### config.mk
export PLATFORM = sky130hd
export DESIGN_NAME = wishbone_arbiter_flat
export DESIGN_NICKNAME = d
export VERILOG_FILES = /design/src/rtl/wishbone_arbiter_if.sv /design/src/rtl/wishbone_arbiter.sv /design/src/flat_wrapper.sv
export SDC_FILE = /design/constraint.sdc
export NUM_CORES = 1
export LEC_CHECK = 0
export ABC_AREA = 1
export BUFFER_PORTS_ARGS = -buffer_cell sky130_fd_sc_hd__buf_2
export CORE_AREA = 2 2 123 125
export DETAILED_ROUTE_END_ITERATION = 7
export DIE_AREA = 0 0 125 127
export PLACE_DENSITY = 0.59
export SETUP_SLACK_MARGIN = 0.5
export SLEW_MARGIN = 5
export SYNTH_ARGS = -nofsm -noshare
export SYNTH_HDL_FRONTEND = slang
export SYNTH_SLANG_ARGS = --single-unit
### constraint.sdc
create_clock -name i_CLK -period 4.9 [get_ports i_CLK]
set_clock_uncertainty 0.05 [all_clocks]
set_input_delay 0.49 -clock i_CLK [delete_from_list [all_inputs] [get_ports i_CLK]]
set_output_delay 0.49 -clock i_CLK [all_outputs]
set_load 0.01 [all_outputs]
### src/rtl/wishbone_arbiter_if.sv
// Wishbone classic bus bundle shared by both master ports and the slave port of the arbiter.
// The master modport is the side that issues cycles; the slave modport answers them.
interface wishbone_arbiter_if #(
  parameter int DATA_WIDTH = 32,
  parameter int ADDR_WIDTH = 32
);
  logic [ADDR_WIDTH-1:0] addr;
  logic [DATA_WIDTH-1:0] wdata;
  logic [DATA_WIDTH-1:0] rdata;
  logic                  we;
  logic [3:0]            sel;
  logic                  stb;
  logic                  cyc;
  logic                  ack;

  modport master (
    output addr, wdata, we, sel, stb, cyc,
    input  rdata, ack
  );

  modport slave (
    input  addr, wdata, we, sel, stb, cyc,
    output rdata, ack
  );
endinterface

### src/rtl/wishbone_arbiter.sv
// Two-master Wishbone arbiter: registered round-robin grant, bus lock for the whole CYC,
// and a per-transfer ACK watchdog that errors out a master whose slave stops answering.
module wishbone_arbiter #(
  parameter int DATA_WIDTH = 32,
  parameter int ADDR_WIDTH = 32,
  parameter int TIMEOUT    = 255
) (
  input  logic                 i_CLK,
  input  logic                 i_RST,
  wishbone_arbiter_if.slave    m0,
  wishbone_arbiter_if.slave    m1,
  wishbone_arbiter_if.master   s,
  output logic                 o_M0_ERR,
  output logic                 o_M1_ERR,
  output logic [1:0]           o_GNT
);

  localparam int                 TIMER_W    = $clog2(TIMEOUT + 1);
  localparam logic [TIMER_W-1:0] TIMER_LAST = TIMER_W'(TIMEOUT - 1);
  localparam logic [TIMER_W-1:0] TIMER_MAX  = '1;

  typedef enum logic [1:0] {IDLE, GNT0, GNT1} state_e;

  state_e               state, state_next;
  logic                 last_gnt;
  logic [TIMER_W-1:0]   timer;
  logic [1:0]           err_block;

  logic req0, req1;
  logic timeout0, timeout1;
  logic release0, release1;
  logic cur_stb;

  // A master that was errored out must drop CYC once before it may compete again.
  assign req0 = m0.cyc && !err_block[0];
  assign req1 = m1.cyc && !err_block[1];

  assign timeout0 = (state == GNT0) && m0.cyc && m0.stb && !s.ack && (timer == TIMER_LAST);
  assign timeout1 = (state == GNT1) && m1.cyc && m1.stb && !s.ack && (timer == TIMER_LAST);
  assign release0 = (state == GNT0) && !m0.cyc;
  assign release1 = (state == GNT1) && !m1.cyc;
  assign cur_stb  = ((state == GNT0) && m0.stb) || ((state == GNT1) && m1.stb);

  assign o_M0_ERR = timeout0;
  assign o_M1_ERR = timeout1;

  always_ff @(posedge i_CLK or negedge i_RST) begin
    if (!i_RST) begin
      state     <= IDLE;
      last_gnt  <= 1'b1;
      timer     <= '0;
      err_block <= '0;
    end else begin
      // NOTE: non-blocking assignments so every register samples pre-edge values.
      state <= state_next;

      if (release0 || timeout0)      last_gnt <= 1'b0;
      else if (release1 || timeout1) last_gnt <= 1'b1;

      if ((state_next != state) || (state == IDLE) || s.ack) timer <= '0;
      else if (cur_stb && (timer != TIMER_MAX))              timer <= timer + TIMER_W'(1);

      err_block[0] <= m0.cyc && (err_block[0] || timeout0);
      err_block[1] <= m1.cyc && (err_block[1] || timeout1);
    end
  end

  always_comb begin
    state_next = state;
    unique case (state)
      IDLE: begin
        if (req0 && req1) state_next = last_gnt ? GNT0 : GNT1;
        else if (req0)    state_next = GNT0;
        else if (req1)    state_next = GNT1;
      end
      GNT0: begin
        if (!m0.cyc)       state_next = req1 ? GNT1 : IDLE;
        else if (timeout0) state_next = IDLE;
      end
      GNT1: begin
        if (!m1.cyc)       state_next = req0 ? GNT0 : IDLE;
        else if (timeout1) state_next = IDLE;
      end
      default: state_next = IDLE;
    endcase
  end

  always_comb begin
    // NOTE: every output gets a default first so no path can infer a latch.
    s.addr   = {ADDR_WIDTH{1'b0}};
    s.wdata  = {DATA_WIDTH{1'b0}};
    s.we     = 1'b0;
    s.sel    = 4'h0;
    s.stb    = 1'b0;
    s.cyc    = 1'b0;
    m0.rdata = {DATA_WIDTH{1'b0}};
    m0.ack   = 1'b0;
    m1.rdata = {DATA_WIDTH{1'b0}};
    m1.ack   = 1'b0;
    o_GNT    = 2'b00;
    unique case (state)
      GNT0: begin
        s.addr   = m0.addr;
        s.wdata  = m0.wdata;
        s.we     = m0.we;
        s.sel    = m0.sel;
        s.cyc    = m0.cyc && !timeout0;
        s.stb    = m0.stb && !timeout0;
        m0.rdata = s.rdata;
        m0.ack   = s.ack;
        o_GNT    = 2'b01;
      end
      GNT1: begin
        s.addr   = m1.addr;
        s.wdata  = m1.wdata;
        s.we     = m1.we;
        s.sel    = m1.sel;
        s.cyc    = m1.cyc && !timeout1;
        s.stb    = m1.stb && !timeout1;
        m1.rdata = s.rdata;
        m1.ack   = s.ack;
        o_GNT    = 2'b10;
      end
      default: ;
    endcase
  end

endmodule

### src/flat_wrapper.sv
// flat-port wrapper written by rule: the top's interface ports become plain ports
module wishbone_arbiter_flat 
#(
  parameter int DATA_WIDTH = 32,
  parameter int ADDR_WIDTH = 32,
  parameter int TIMEOUT    = 255
)
  (i_CLK, i_RST, o_M0_ERR, o_M1_ERR, o_GNT, m0_addr, m0_wdata, m0_we, m0_sel, m0_stb, m0_cyc, m0_rdata, m0_ack, m1_addr, m1_wdata, m1_we, m1_sel, m1_stb, m1_cyc, m1_rdata, m1_ack, s_addr, s_wdata, s_we, s_sel, s_stb, s_cyc, s_rdata, s_ack);
  wishbone_arbiter_if #(.DATA_WIDTH(DATA_WIDTH), .ADDR_WIDTH(ADDR_WIDTH)) m0_i ();
  wishbone_arbiter_if #(.DATA_WIDTH(DATA_WIDTH), .ADDR_WIDTH(ADDR_WIDTH)) m1_i ();
  wishbone_arbiter_if #(.DATA_WIDTH(DATA_WIDTH), .ADDR_WIDTH(ADDR_WIDTH)) s_i ();
  input  logic i_CLK;
  input  logic i_RST;
  output logic o_M0_ERR;
  output logic o_M1_ERR;
  output logic [1:0] o_GNT;
  input wire logic [$bits(m0_i.addr)-1:0] m0_addr;
  input wire logic [$bits(m0_i.wdata)-1:0] m0_wdata;
  input wire logic [$bits(m0_i.we)-1:0] m0_we;
  input wire logic [$bits(m0_i.sel)-1:0] m0_sel;
  input wire logic [$bits(m0_i.stb)-1:0] m0_stb;
  input wire logic [$bits(m0_i.cyc)-1:0] m0_cyc;
  output wire logic [$bits(m0_i.rdata)-1:0] m0_rdata;
  output wire logic [$bits(m0_i.ack)-1:0] m0_ack;
  input wire logic [$bits(m1_i.addr)-1:0] m1_addr;
  input wire logic [$bits(m1_i.wdata)-1:0] m1_wdata;
  input wire logic [$bits(m1_i.we)-1:0] m1_we;
  input wire logic [$bits(m1_i.sel)-1:0] m1_sel;
  input wire logic [$bits(m1_i.stb)-1:0] m1_stb;
  input wire logic [$bits(m1_i.cyc)-1:0] m1_cyc;
  output wire logic [$bits(m1_i.rdata)-1:0] m1_rdata;
  output wire logic [$bits(m1_i.ack)-1:0] m1_ack;
  output wire logic [$bits(s_i.addr)-1:0] s_addr;
  output wire logic [$bits(s_i.wdata)-1:0] s_wdata;
  output wire logic [$bits(s_i.we)-1:0] s_we;
  output wire logic [$bits(s_i.sel)-1:0] s_sel;
  output wire logic [$bits(s_i.stb)-1:0] s_stb;
  output wire logic [$bits(s_i.cyc)-1:0] s_cyc;
  input wire logic [$bits(s_i.rdata)-1:0] s_rdata;
  input wire logic [$bits(s_i.ack)-1:0] s_ack;
  assign m0_i.addr = m0_addr;
  assign m0_i.wdata = m0_wdata;
  assign m0_i.we = m0_we;
  assign m0_i.sel = m0_sel;
  assign m0_i.stb = m0_stb;
  assign m0_i.cyc = m0_cyc;
  assign m0_rdata = m0_i.rdata;
  assign m0_ack = m0_i.ack;
  assign m1_i.addr = m1_addr;
  assign m1_i.wdata = m1_wdata;
  assign m1_i.we = m1_we;
  assign m1_i.sel = m1_sel;
  assign m1_i.stb = m1_stb;
  assign m1_i.cyc = m1_cyc;
  assign m1_rdata = m1_i.rdata;
  assign m1_ack = m1_i.ack;
  assign s_addr = s_i.addr;
  assign s_wdata = s_i.wdata;
  assign s_we = s_i.we;
  assign s_sel = s_i.sel;
  assign s_stb = s_i.stb;
  assign s_cyc = s_i.cyc;
  assign s_i.rdata = s_rdata;
  assign s_i.ack = s_ack;
  wishbone_arbiter #(.DATA_WIDTH(DATA_WIDTH), .ADDR_WIDTH(ADDR_WIDTH), .TIMEOUT(TIMEOUT)) u_core (.i_CLK(i_CLK), .i_RST(i_RST), .m0(m0_i), .m1(m1_i), .s(s_i), .o_M0_ERR(o_M0_ERR), .o_M1_ERR(o_M1_ERR), .o_GNT(o_GNT));
endmodule
==> summary.txt, run 1 <==
Place
  • Gpl congestion: 0.884
  • Dpl ws: 2060 ps
  • PortBufs: 317
  • Final HPWL DP: 9640 µm
  • DP Cell Count: 969

Timing
  • Final hold violation count: 0
  • Max-slew headroom: 42.7%
  • Worst setup margin: 1830 ps
  • RSZ-0062 raised after global routing: false
  • Fmax achieved: 326 MHz
  • Final setup vio count: 0
  • Post-Route Setup TNS: 0 ps
  • Final Slew Violations: 0
  • Worst-Margin Slew: 858 ps
  • Final worst-path cycle share: 62.6%
  • Minimum clock period: 3070 ps

GRT
  • Number of global-route vias before repair: 3,485
  • GRT Resource Usage Total: 13.6%
  • Largest net degree at the start of global routing: 62
  • Gr ovfl total: 0
  • Antenna violations before repair: 0
  • First-pass GRT wire length: 18,100 µm

Floorplan
  • Starting density of the core: 17.0%
  • # IOs: 318
  • Die width: 125 µm
  • Core Rows: 44
  • Die Height: 127 µm
  • DIE AREA: 0.0159 mm²
  • Core footprint: 0.0144 mm²

Yosys
  • Post-Syn Nets: 681
  • Async set or reset register ratio after synthesis: 100%
  • Synthesized flop and latch total: 13
  • Sequential share of the synthesized area: 13.3%
  • Compound-gate portion of the synthesized area: 16.3%
  • Yosys Warn Count: 0
  • Synth Area in XOR/XNOR: 2.51%
  • Area of the mapped netlist: 0.00245 mm²
  • Post-Syn Area per Cell: 4.93 µm²
  • Mux contribution to synthesized area: 0%
  • Largest family of logic cells by synthesized area: simple AND/OR/NAND/NOR gates
  • Commonest cells in the synthesized netlist: 224 x nand2_1, 90 x inv_1, 74 x a21oi_1, 29 x clkbuf_1
  • Gate count of the mapped netlist: 496
  • Cell with the most instances after synthesis: nand2_1
  • Synth Area in Simple Gates: 44.6%
  • Main synth FF type: dfrtp_1
  • Post-synth EDFFs: 0
  • Number of distinct library cells after synthesis: 26
  • Library cell with the largest summed area after synthesis: nand2_1
  • Largest cells by area after synthesis: nand2_1 34%, a21oi_1 15%, inv_1 14%
  • Synth Area in Adders: 4.09%
  • Top-area cell type share of the netlist area: 34.4%

Worst setup path
  • Largest delay contributor family on the critical path: buffers and inverters
  • Required @ worst endpoint: 4360 ps
  • Worst EP arrival: 2530 ps
  • Critical Path Start Type: register
  • Crit-path slowest cell: ha_4
  • Buffer and inverter count on the worst path: 3
  • CP endpoint kind: output pin
  • Critical Path Fanout Max: 61
  • Crit path cell chain: inv_1 > ha_4 > buf_4 > nand2_1 > a21oi_1 > buf_2
  • Setup CP Type: register to output pin
  • Slowest cell delay on critical path: 600 ps

Routing
  • Antenna viol nets, final: 0
  • DRC errors left: 0
  • Vias per std cell: 4.03
  • Drt pass-1 iters: 5
  • Routed WL: 12,000 µm
  • Vias post-DR: 3,925
  • Number of DRC markers in iteration 0: 168
  • Wire per inst: 12.3 µm

Clock network
  • CTS HTree Levels: 1
  • CTS Root Cell: clkbuf_16
  • Latest clock arrival within the worst-skew pair: 250 ps
  • Postcts setup bufs: 0
  • # resized after CTS: 0
  • CTS Sinks: 13
  • Total CTS buffers: 3
  • TritonCTS clock tree: built
  • Clk pin slew, worst setup/hold paths: 50 ps
  • Max clock buf depth: 2
  • Hold Buf Count CTS: 0

Pwr
  • Pwr dens: 353 mW/mm²
  • Final total power: 1510 µW
  • P_leak: 0.00288 µW
  • Worst VDD drop: 0.000227 V

Layout
  • Post-Layout Cell Count: 973
  • Nets: 975
  • # diodes: 0
  • Layout cells sized above 1: 43.6%
  • Syn-to-layout area delta: 74.5%

Job
  • Maximum Capacitance Violations: 0

Min path
  • Min-Delay Path Class: input port to async pin

Status
  • Outcome: complete, no violations
==> registers in the layout (all words and copies together) (netlist names) <==
| signal | count |
|---|---|
| u_core.state | 2 |
| u_core.err_block | 2 |
| u_core.timer | 8 |
| u_core.last_gnt | 1 |
==> cell usage in the layout (no fill, tap or decap), types with 2 or more instances in the layout <==
master | synthesis | final
buf_2 | 2 | 317
inv_1 | 90 | 90
nand2_1 | 224 | 224
nand4_1 | 4 | 4
nand2_2 | 9 | 9
a21oi_1 | 74 | 74
nor2_2 | 3 | 3
buf_4 | 1 | 4
xor2_1 | 7 | 7
ha_4 | 0 | 2
clkbuf_16 | 0 | 3
nand3_1 | 8 | 8
nand3_2 | 2 | 2
ha_1 | 8 | 6
dfrtp_1 | 12 | 12
nor2_1 | 12 | 12
==> worst paths after layout <==
check,from,to,slack [ps],depth (start not counted)
worst min register to register,u_core.err_block[1],u_core.err_block[1],470,2
worst min-delay path,i_RST,u_core.timer[5],80,1
worst max register to register,u_core.state[0],u_core.timer[2],2340,14
max in group asynchronous,i_RST,u_core.last_gnt,4440,1
min in group i_CLK,u_core.err_block[1],u_core.err_block[1],470,2
worst max-delay path,u_core.state[0],s_wdata[0],1830,6
==> per-layer routing <==
metal | global-route usage, % | vias up | part of all wire [%]
met3 | 2.35 | 9 | 6.2
met1 | 17.2 | 1699 | 43
met4 | 2.35 | 0 | 0.81
met5 | 0 | - | 0
met2 | 24.5 | 158 | 50
li1 | - | 2059 | -
==> layout make-up <==
type                    count  area (µm²)
fillers                  1685       10200
inverters                  91         342
repair buffers            321        1620
well taps                 184         230
flip-flops and latches     13         327
multi-input cells         360        1680
clock buffers               4        78.8
==> power by group <==
part	total (µW)	switching, µW	internal [µW]
clock	159	48.7	110
combinational	1210	798	413
sequential	139	17.5	121
total	1510	864	644
==> stage by stage <==
stage	cell area (µm²)	util (%)	hold slack (ps)
6_report	4270	29.6	77.2
5_1_grt	4270	29.6	101
4_1_cts	4270	29.6	93.7
3_5_place_dp	4190	29.1	357
3_3_place_gp	4190	29.1	353
2_1_floorplan	2450	-	144
==> kinds of logic after synthesis <==
family | Yosys count
simple gates | 267
buf+inv | 123
compound gates | 78
flops | 13
fa+ha+maj | 8
xor+xnor | 7
Note: power is estimated with default switching activity, not from simulation.
==> inputs of run 2 (changes only) <==
ABC_AREA = 0   (was 1)
clock period = 3 ns   (was 4.9 ns; I/O delays follow)
==> run 2 against run 1 <==
- hold slack better by 210 ps
- sequential power is 70% higher
- largest cell class unchanged
- clock-buffer cell count stayed put
- register-to-register slack worse by 1600 ps
- routed wire length is 5.2% lower
- critical path type unchanged
- utilization is 0.55 points higher
- combinational power is 98% higher
- first-iteration DRC count is 36% lower
- die area stayed put
- global-route usage is 0.83 points lower
==> summary.txt, run 2 <==
Status
  • Outcome: complete, no violations

Layout
  • Syn-to-layout area delta: 77.9%
  • Most frequent cells in the layout: 317 x buf_2, 72 x nor2b_1, 70 x a22oi_1, 69 x and2_1, 12 x dfrtp_1
  • # diodes: 0 (unchanged)
  • Nets: 821 (-16%)
  • Max FFs per register: 8 (unchanged)
  • Post-Route Utilization: 30.2% (+0.55 points)
  • Post-Layout Cell Count: 819 (-16%)
  • Top reg by flops: u_core.timer
  • Commonest non-fill, non-tap cell in the layout: buf_2
  • Layout cells sized above 1: 52.9% (+9.3 points)
  • Largest regs: u_core.timer (8), u_core.err_block (2), u_core.state (2)

Floorplan
  • Die width: 125 µm (unchanged)
  • Core footprint: 0.0144 mm² (unchanged)
  • Core Rows: 44 (unchanged)
  • Die Height: 127 µm (unchanged)
  • # IOs: 318 (unchanged)
  • DIE AREA: 0.0159 mm² (unchanged)
  • Starting density of the core: 17.0% (-0.017 points)

Min path
  • Hold_sp: m0_cyc
  • Hold Path Stages: 3
  • Min-Delay Path Class: input port to register
  • Min-Delay Endpoint: u_core.last_gnt

Worst setup path
  • Worst EP arrival: 1990 ps (-540 ps)
  • Reg2Reg Launch Point: u_core.state[1]
  • Buffer and inverter count on the worst path: 3 (unchanged)
  • Crit path cell chain: inv_2 > ha_4 > buf_12 > a22oi_1 > o221ai_2 > and2_1 > buf_2
  • FF-to-FF path depth: 7 (-7)
  • Critical Path Start Type: register
  • Largest delay contributor family on the critical path: buffers and inverters
  • Slowest cell delay on critical path: 480 ps (-120 ps)
  • R2R Setup Slk: 760 ps (-1580 ps)
  • Crit-path slowest cell: dfrtp_1
  • Required @ worst endpoint: 2650 ps (-1710 ps)
  • CP startpoint: u_core.state[0]
  • CP endpoint kind: output pin
  • Setup CP Type: register to output pin
  • Worst reg2reg endpoint: u_core.timer[5]
  • Critical Path Fanout Max: 54 (-11%)

Routing
  • Vias post-DR: 3,574 (-8.9%)
  • Number of DRC markers in iteration 0: 108 (-36%)
  • Routed WL: 11,400 µm (-5.2%)
  • Vias per std cell: 4.36 (+8.2%)
  • Antenna viol nets, final: 0 (unchanged)
  • Wire per inst: 13.9 µm (+13%)
  • DRC errors left: 0 (unchanged)
  • Drt pass-1 iters: 5 (unchanged)

GRT
  • Largest net degree at the start of global routing: 59 (-4.8%)
  • First-pass GRT wire length: 17,000 µm (-6.0%)
  • Gr ovfl total: 0 (unchanged)
  • GRT Resource Usage Total: 12.7% (-0.83 points)
  • Antenna violations before repair: 0 (unchanged)
  • Number of global-route vias before repair: 3,245 (-6.9%)

Clock network
  • TritonCTS clock tree: built
  • CTS HTree Levels: 1 (unchanged)
  • Clk pin slew, worst setup/hold paths: 50 ps (about the same)
  • Postcts setup bufs: 0 (unchanged)
  • Latest clock arrival within the worst-skew pair: 250 ps (about the same)
  • CTS Root Cell: clkbuf_16
  • Max clock buf depth: 2 (unchanged)
  • CTS Sinks: 13 (unchanged)
  • Total CTS buffers: 3 (unchanged)

Yosys
  • Yosys Warn Count: 0 (unchanged)
  • Number of distinct library cells after synthesis: 39 (+50%)
  • Async set or reset register ratio after synthesis: 100% (unchanged)
  • Post-synth EDFFs: 0 (unchanged)
  • Commonest cells in the synthesized netlist: 72 x nor2b_1, 70 x a22oi_1, 69 x and2_1, 28 x clkbuf_1, 12 x dfrtp_1
  • Top-area cell type share of the netlist area: 21.5% (-13 points)
  • Area of the mapped netlist: 0.00244 mm² (-0.10%)
  • Main synth FF type: dfrtp_1
  • Largest cells by area after synthesis: a22oi_1 21%, nor2b_1 18%, and2_1 18%
  • Sequential share of the synthesized area: 13.4% (+0.014 points)
  • Post-Syn Nets: 524 (-23%)
  • Gate count of the mapped netlist: 339 (-32%)
  • Post-Syn Area per Cell: 7.21 µm² (+46%)
  • Synthesized flop and latch total: 13 (unchanged)
  • Library cell with the largest summed area after synthesis: a22oi_1
  • Cell with the most instances after synthesis: nor2b_1

Timing
  • Fmax achieved: 426 MHz
  • Max-slew headroom: 72.5% (+30 points)
  • Final setup vio count: 0 (unchanged)
  • Worst-Margin Slew: 410 ps (-449 ps)
  • Post-Route Setup TNS: 0 ps (unchanged)
  • RSZ-0062 raised after global routing: false
  • Final hold violation count: 0 (unchanged)
  • Minimum clock period: 2340 ps
  • Final Slew Violations: 0 (unchanged)
  • Final worst-path cycle share: 78.2%

Job
  • Maximum Capacitance Violations: 0 (unchanged)

Place
  • DP Cell Count: 814 (-16%)
  • PortBufs: 317 (unchanged)
  • Gpl congestion: 0.790 (-11%)
  • Final HPWL DP: 9070 µm (-5.9%)

Pwr
  • P_leak: 0.00231 µW (-20%)
  • Pwr dens: 665 mW/mm² (+88%)
  • Worst VDD drop: 0.000256 V (+13%)
-- run 2: cell count changes in the layout (fill, tap and decap cells not counted), sizes merged, moves of 66 or more --
cell,change
a21oi,-66
a22oi,+70
and2,+68
inv,-86
nand2,-226
nor2b,+72
-- run 2: final cells by class --
type | instances | area [µm²]
multi-input cells | 290 | 2010
flip-flops and latches | 13 | 327
well taps | 184 | 230
fillers | 1608 | 10100
inverters | 5 | 18.8
clock buffers | 4 | 78.8
repair buffers | 323 | 1680
-- run 2: worst max path at each step --
| stage | end | slack (ps) | depth (start not counted) |
|---|---|---|---|
| global route | s_cyc | 510 | 7 |
| detailed placement | s_cyc | 620 | 7 |
| CTS | s_addr[1] | 490 | 5 |
| global placement | s_cyc | 660 | 7 |
| finish | s_cyc | 660 | 7 |
| floorplan | s_addr[26] | 790 | 7 |
-- run 2: per-stage QoR --
step	area [µm²]	hold WS, ps	total power [µW]	setup slack [ps]
finish	4350	288	2890	655
global route	4350	309	3150	509
CTS	4320	286	2870	494
detailed placement	4230	162	2590	624
global placement	4230	158	2590	657
floorplan	2440	-45.6	1700	787
-- run 2: repair_timing --
item	4_1_cts	5_1_grt
hold endpoints to repair	12	0
gates resized for setup	2	7
pin swaps	0	1
hold buffers	1	0
endpoints found under the setup margin	3	51
-- run 2: metal layers --
metal,up-vias,GRT usage [%],routed length [µm]
li1,1783,-,-
met1,1632,16.6,4720
met2,144,22.3,5790
met3,15,2.55,732
met4,0,1.96,109
met5,-,0,0
-- run 2: kinds of logic (layout without fill, tap and decap cells) --
family | count (synthesis) | after routing | synth area share (%)
AOI/OAI and AO/OA | 94 | 94 | 28.6
xor gates and xnor gates | 5 | 5 | 1.79
adders and majority gates | 8 | 8 | 4.09
buffers and inverters | 36 | 332 | 5.83
DFF | 13 | 13 | 13.4
muxes | 2 | 2 | 0.819
and+or+nand+nor | 181 | 181 | 45.5
-- run 2: power by group --
| group | total [µW] | switching (µW) | internal [µW] |
|---|---|---|---|
| combinational | 2390 | 1300 | 1090 |
| clock | 262 | 81.5 | 180 |
| sequential | 236 | 35.5 | 200 |
| total | 2890 | 1420 | 1470 |
-- run 2: tightest hold or removal path, delay by kind of cell --
family / cells / cell delay [ps]
buf+inv: 1 / 150
compound gates: 1 / 60
simple gates: 1 / 70
==> inputs of run 3 (changes only) <==
PLACE_DENSITY = 0.61   (was 0.59)
clock period = 1.95 ns   (was 3 ns; I/O delays follow)
==> run 3 against run 2 <==
- die area did not move
- clock power increased by 55%
- the run now ends with negative setup slack left
- sequential cell count stayed put
- non-clock buffer count grew 73
- total power grew to 2.5 times the previous value
- worst setup slack worse by 680 ps
- largest cell class is now non-clock buffers
- hold slack got worse by 67 ps
- clock-buffer cell count fell by 1
- sequential share of layout area shrank 2.1 points
- largest power group unchanged
==> summary.txt, run 3 (synthesized netlist as in run 2, its figures left out) <==
GRT
  • Largest net degree at the start of global routing: 55 (-6.8%)
  • Gr ovfl total: 0 (unchanged)
  • GRT Resource Usage Total: 16.1% (+3.3 points)
  • Number of global-route vias before repair: 3,810 (+17%)
  • First-pass GRT wire length: 20,500 µm (+21%)
  • Antenna violations before repair: 1 (+1)

Routing
  • Number of DRC markers in iteration 0: 149 (+38%)
  • Drt pass-1 iters: 4 (-1)
  • Vias post-DR: 4,195 (+17%)
  • Vias per std cell: 4.70 (+7.8%)
  • Routed WL: 16,800 µm (+48%)
  • Antenna viol nets, final: 0 (unchanged)
  • Wire per inst: 18.9 µm (+36%)
  • DRC errors left: 0 (unchanged)

Timing
  • Final Slew Violations: 0 (unchanged)
  • Worst setup margin: -21.1 ps (-676 ps)
  • Post-Route Setup TNS: -79.2 ps (-79.2 ps)
  • Final hold violation count: 0 (unchanged)
  • Final worst-path cycle share: 101%
  • Worst-Margin Slew: 321 ps (-89.0 ps)
  • Max-slew headroom: 78.4% (+5.9 points)
  • Final setup vio count: 10 (+10)
  • RSZ-0062 raised after global routing: true
  • Fmax achieved: 507 MHz
  • Minimum clock period: 1970 ps

Worst setup path
  • Required @ worst endpoint: 1700 ps (-950 ps)
  • Worst EP arrival: 1730 ps (-260 ps)
  • CP endpoint kind: output pin
  • Setup CP Type: register to output pin
  • Worst reg2reg endpoint: u_core.timer[1]
  • Buffer and inverter count on the worst path: 5 (+2)
  • Critical Path Start Type: register
  • R2R Setup Slk: 70 ps (-690 ps)
  • Largest delay contributor family on the critical path: buffers and inverters
  • Crit path cell chain: inv_4 > ha_4 > buf_12 > buf_12 > buf_16 > a22oi_2 > nor2b_1 > buf_2
  • FF-to-FF path depth: 5 (-2)
  • Crit path top cell by count: buf_12
  • Critical Path Fanout Max: 7 (-87%)
  • Crit-path slowest cell: dfrtp_2
  • Reg2Reg Launch Point: u_core.state[0]
  • Slowest cell delay on critical path: 450 ps (-30 ps)

Floorplan
  • # IOs: 318 (unchanged)
  • Core Rows: 44 (unchanged)
  • DIE AREA: 0.0159 mm² (unchanged)
  • Core footprint: 0.0144 mm² (unchanged)
  • Die width: 125 µm (unchanged)
  • Starting density of the core: 17.0% (unchanged)
  • Die Height: 127 µm (unchanged)

Pwr
  • Combinational group share of total power: 89.5% (+6.7 points)
  • Final total power: 7360 µW (+150%)
  • Sequential power share: 4.9% (-3.2 points)
  • Switching power total: 3200 µW (+130%)
  • P_leak: 0.00298 µW (+29%)
  • Worst VDD drop: 0.000695 V (+170%)
  • Switching fraction of total power: 43.4% (-5.6 points)
  • Pwr dens: 1200 mW/mm² (+81%)
  • Pint: 4160 µW (+180%)
  • Clk pwr share: 5.5% (-3.5 points)

Status
  • Violated checks: negative setup slack
  • Outcome: complete, but fails checks

Job
  • Maximum Capacitance Violations: 0 (unchanged)

Min path
  • Hold_sp: m0_cyc
  • Hold Path Stages: 3 (unchanged)
  • Min-Delay Path Class: input port to register
  • Min-Delay Endpoint: u_core.last_gnt

Clock network
  • CTS Root Cell: clkbuf_16
  • CTS HTree Levels: 1 (unchanged)
  • TritonCTS clock tree: built
  • Latest clock arrival within the worst-skew pair: 250 ps (about the same)
  • Max clock buf depth: 2 (unchanged)
  • CTS Sinks: 13 (unchanged)
  • Clk pin slew, worst setup/hold paths: 50 ps (about the same)
  • Total CTS buffers: 3 (unchanged)

Layout
  • Largest regs: u_core.timer (8), u_core.err_block (2), u_core.state (2)
  • Max FFs per register: 8 (unchanged)
  • # diodes: 0 (unchanged)
  • Top reg by flops: u_core.timer
  • Syn-to-layout area delta: 150%
  • Layout cells sized above 1: 75.6% (+23 points)
  • Nets: 894 (+8.9%)
  • Commonest non-fill, non-tap cell in the layout: buf_2
  • Final instance area: 0.00612 mm² (+41%)
  • Post-Route Utilization: 42.4% (+12 points)
  • Most frequent cells in the layout: 301 x buf_2, 63 x nor2b_1, 50 x a22oi_2, 36 x and2_1, 34 x buf_4

Place
  • Gpl congestion: 0.840 (+6.4%)
  • Final HPWL DP: 10,000 µm (+11%)
  • PortBufs: 317 (unchanged)
  • DP Area: 0.00444 mm² (+5.0%)
[run 3: area by class of cell]
| cell class | count | area (µm²) |
|---|---|---|
| timing repair buffer | 396 | 2880 |
| inverter | 5 | 23.8 |
| sequential | 13 | 329 |
| clock buffer | 3 | 75.1 |
| tap | 184 | 230 |
| clock inverter | 1 | 5.00 |
| fill | 1386 | 8310 |
| multi-input combinational | 290 | 2570 |
[run 3: per-stage QoR]
step | instances | hold slack (ps) | setup slack [ps]
6_report | 892 | 221 | -21.1
5_1_grt | 892 | 222 | -85.2
3_3_place_gp | 823 | 55.4 | 55.7
4_1_cts | 863 | 215 | 26.7
3_5_place_dp | 823 | 53.3 | 31.7
2_1_floorplan | 339 | -151 | 137
[run 3: power groups by stage]
stage / Combinational (µW) / Clock (µW) / Sequential, µW
5_1_grt: 6970 / 423 / 366
4_1_cts: 5000 / 411 / 359
3_5_place_dp: 4020 / 0 / 354
2_1_floorplan: 2530 / 0 / 356
3_3_place_gp: 4030 / 0 / 353
6_report: 6590 / 407 / 363
[run 3: repair_timing]
| action | 4_1_cts | 5_1_grt |
|---|---|---|
| resized for setup | 45 | 101 |
| setup endpoints to repair | 154 | 152 |
| hold endpoints to repair | 12 | 0 |
| cloned | 7 | 16 |
| buffers inserted | 28 | 13 |
| hold buffers | 1 | 0 |
| pin swaps | 11 | 13 |
[run 3: worst max-delay path by stage]
| stage | endpoint | depth (start not counted) | start | slack, ps |
|---|---|---|---|---|
| 2_1_floorplan | u_core.timer[5] | 8 | u_core.state[0] | 140 |
| 3_3_place_gp | s_cyc | 7 | u_core.state[1] | 60 |
| 3_5_place_dp | u_core.timer[5] | 7 | u_core.state[0] | 30 |
| 4_1_cts | s_wdata[11] | 6 | u_core.state[1] | 30 |
| 5_1_grt | s_wdata[31] | 8 | u_core.state[1] | -90 |
| 6_report | s_wdata[31] | 8 | u_core.state[1] | -20 |
[run 3: layer usage]
metal  routed length [µm]  global-route usage, %  vias to the layer above
li1                     -                      -                     1947
met1                 6330                   18.8                     1980
met2                 9200                   31.8                      244
met3                  974                   2.01                       24
met4                  314                   2.16                        0
met5                    0                      0                        -
[run 3: worst register-to-register path: cells and delay by family, from the launching register on]
| kind | cells | cell delay, ps |
|---|---|---|
| buf+inv | 1 | 200 |
| flops | 1 | 420 |
| compound gates | 2 | 700 |
| fa+ha+maj | 1 | 270 |
| simple gates | 1 | 160 |
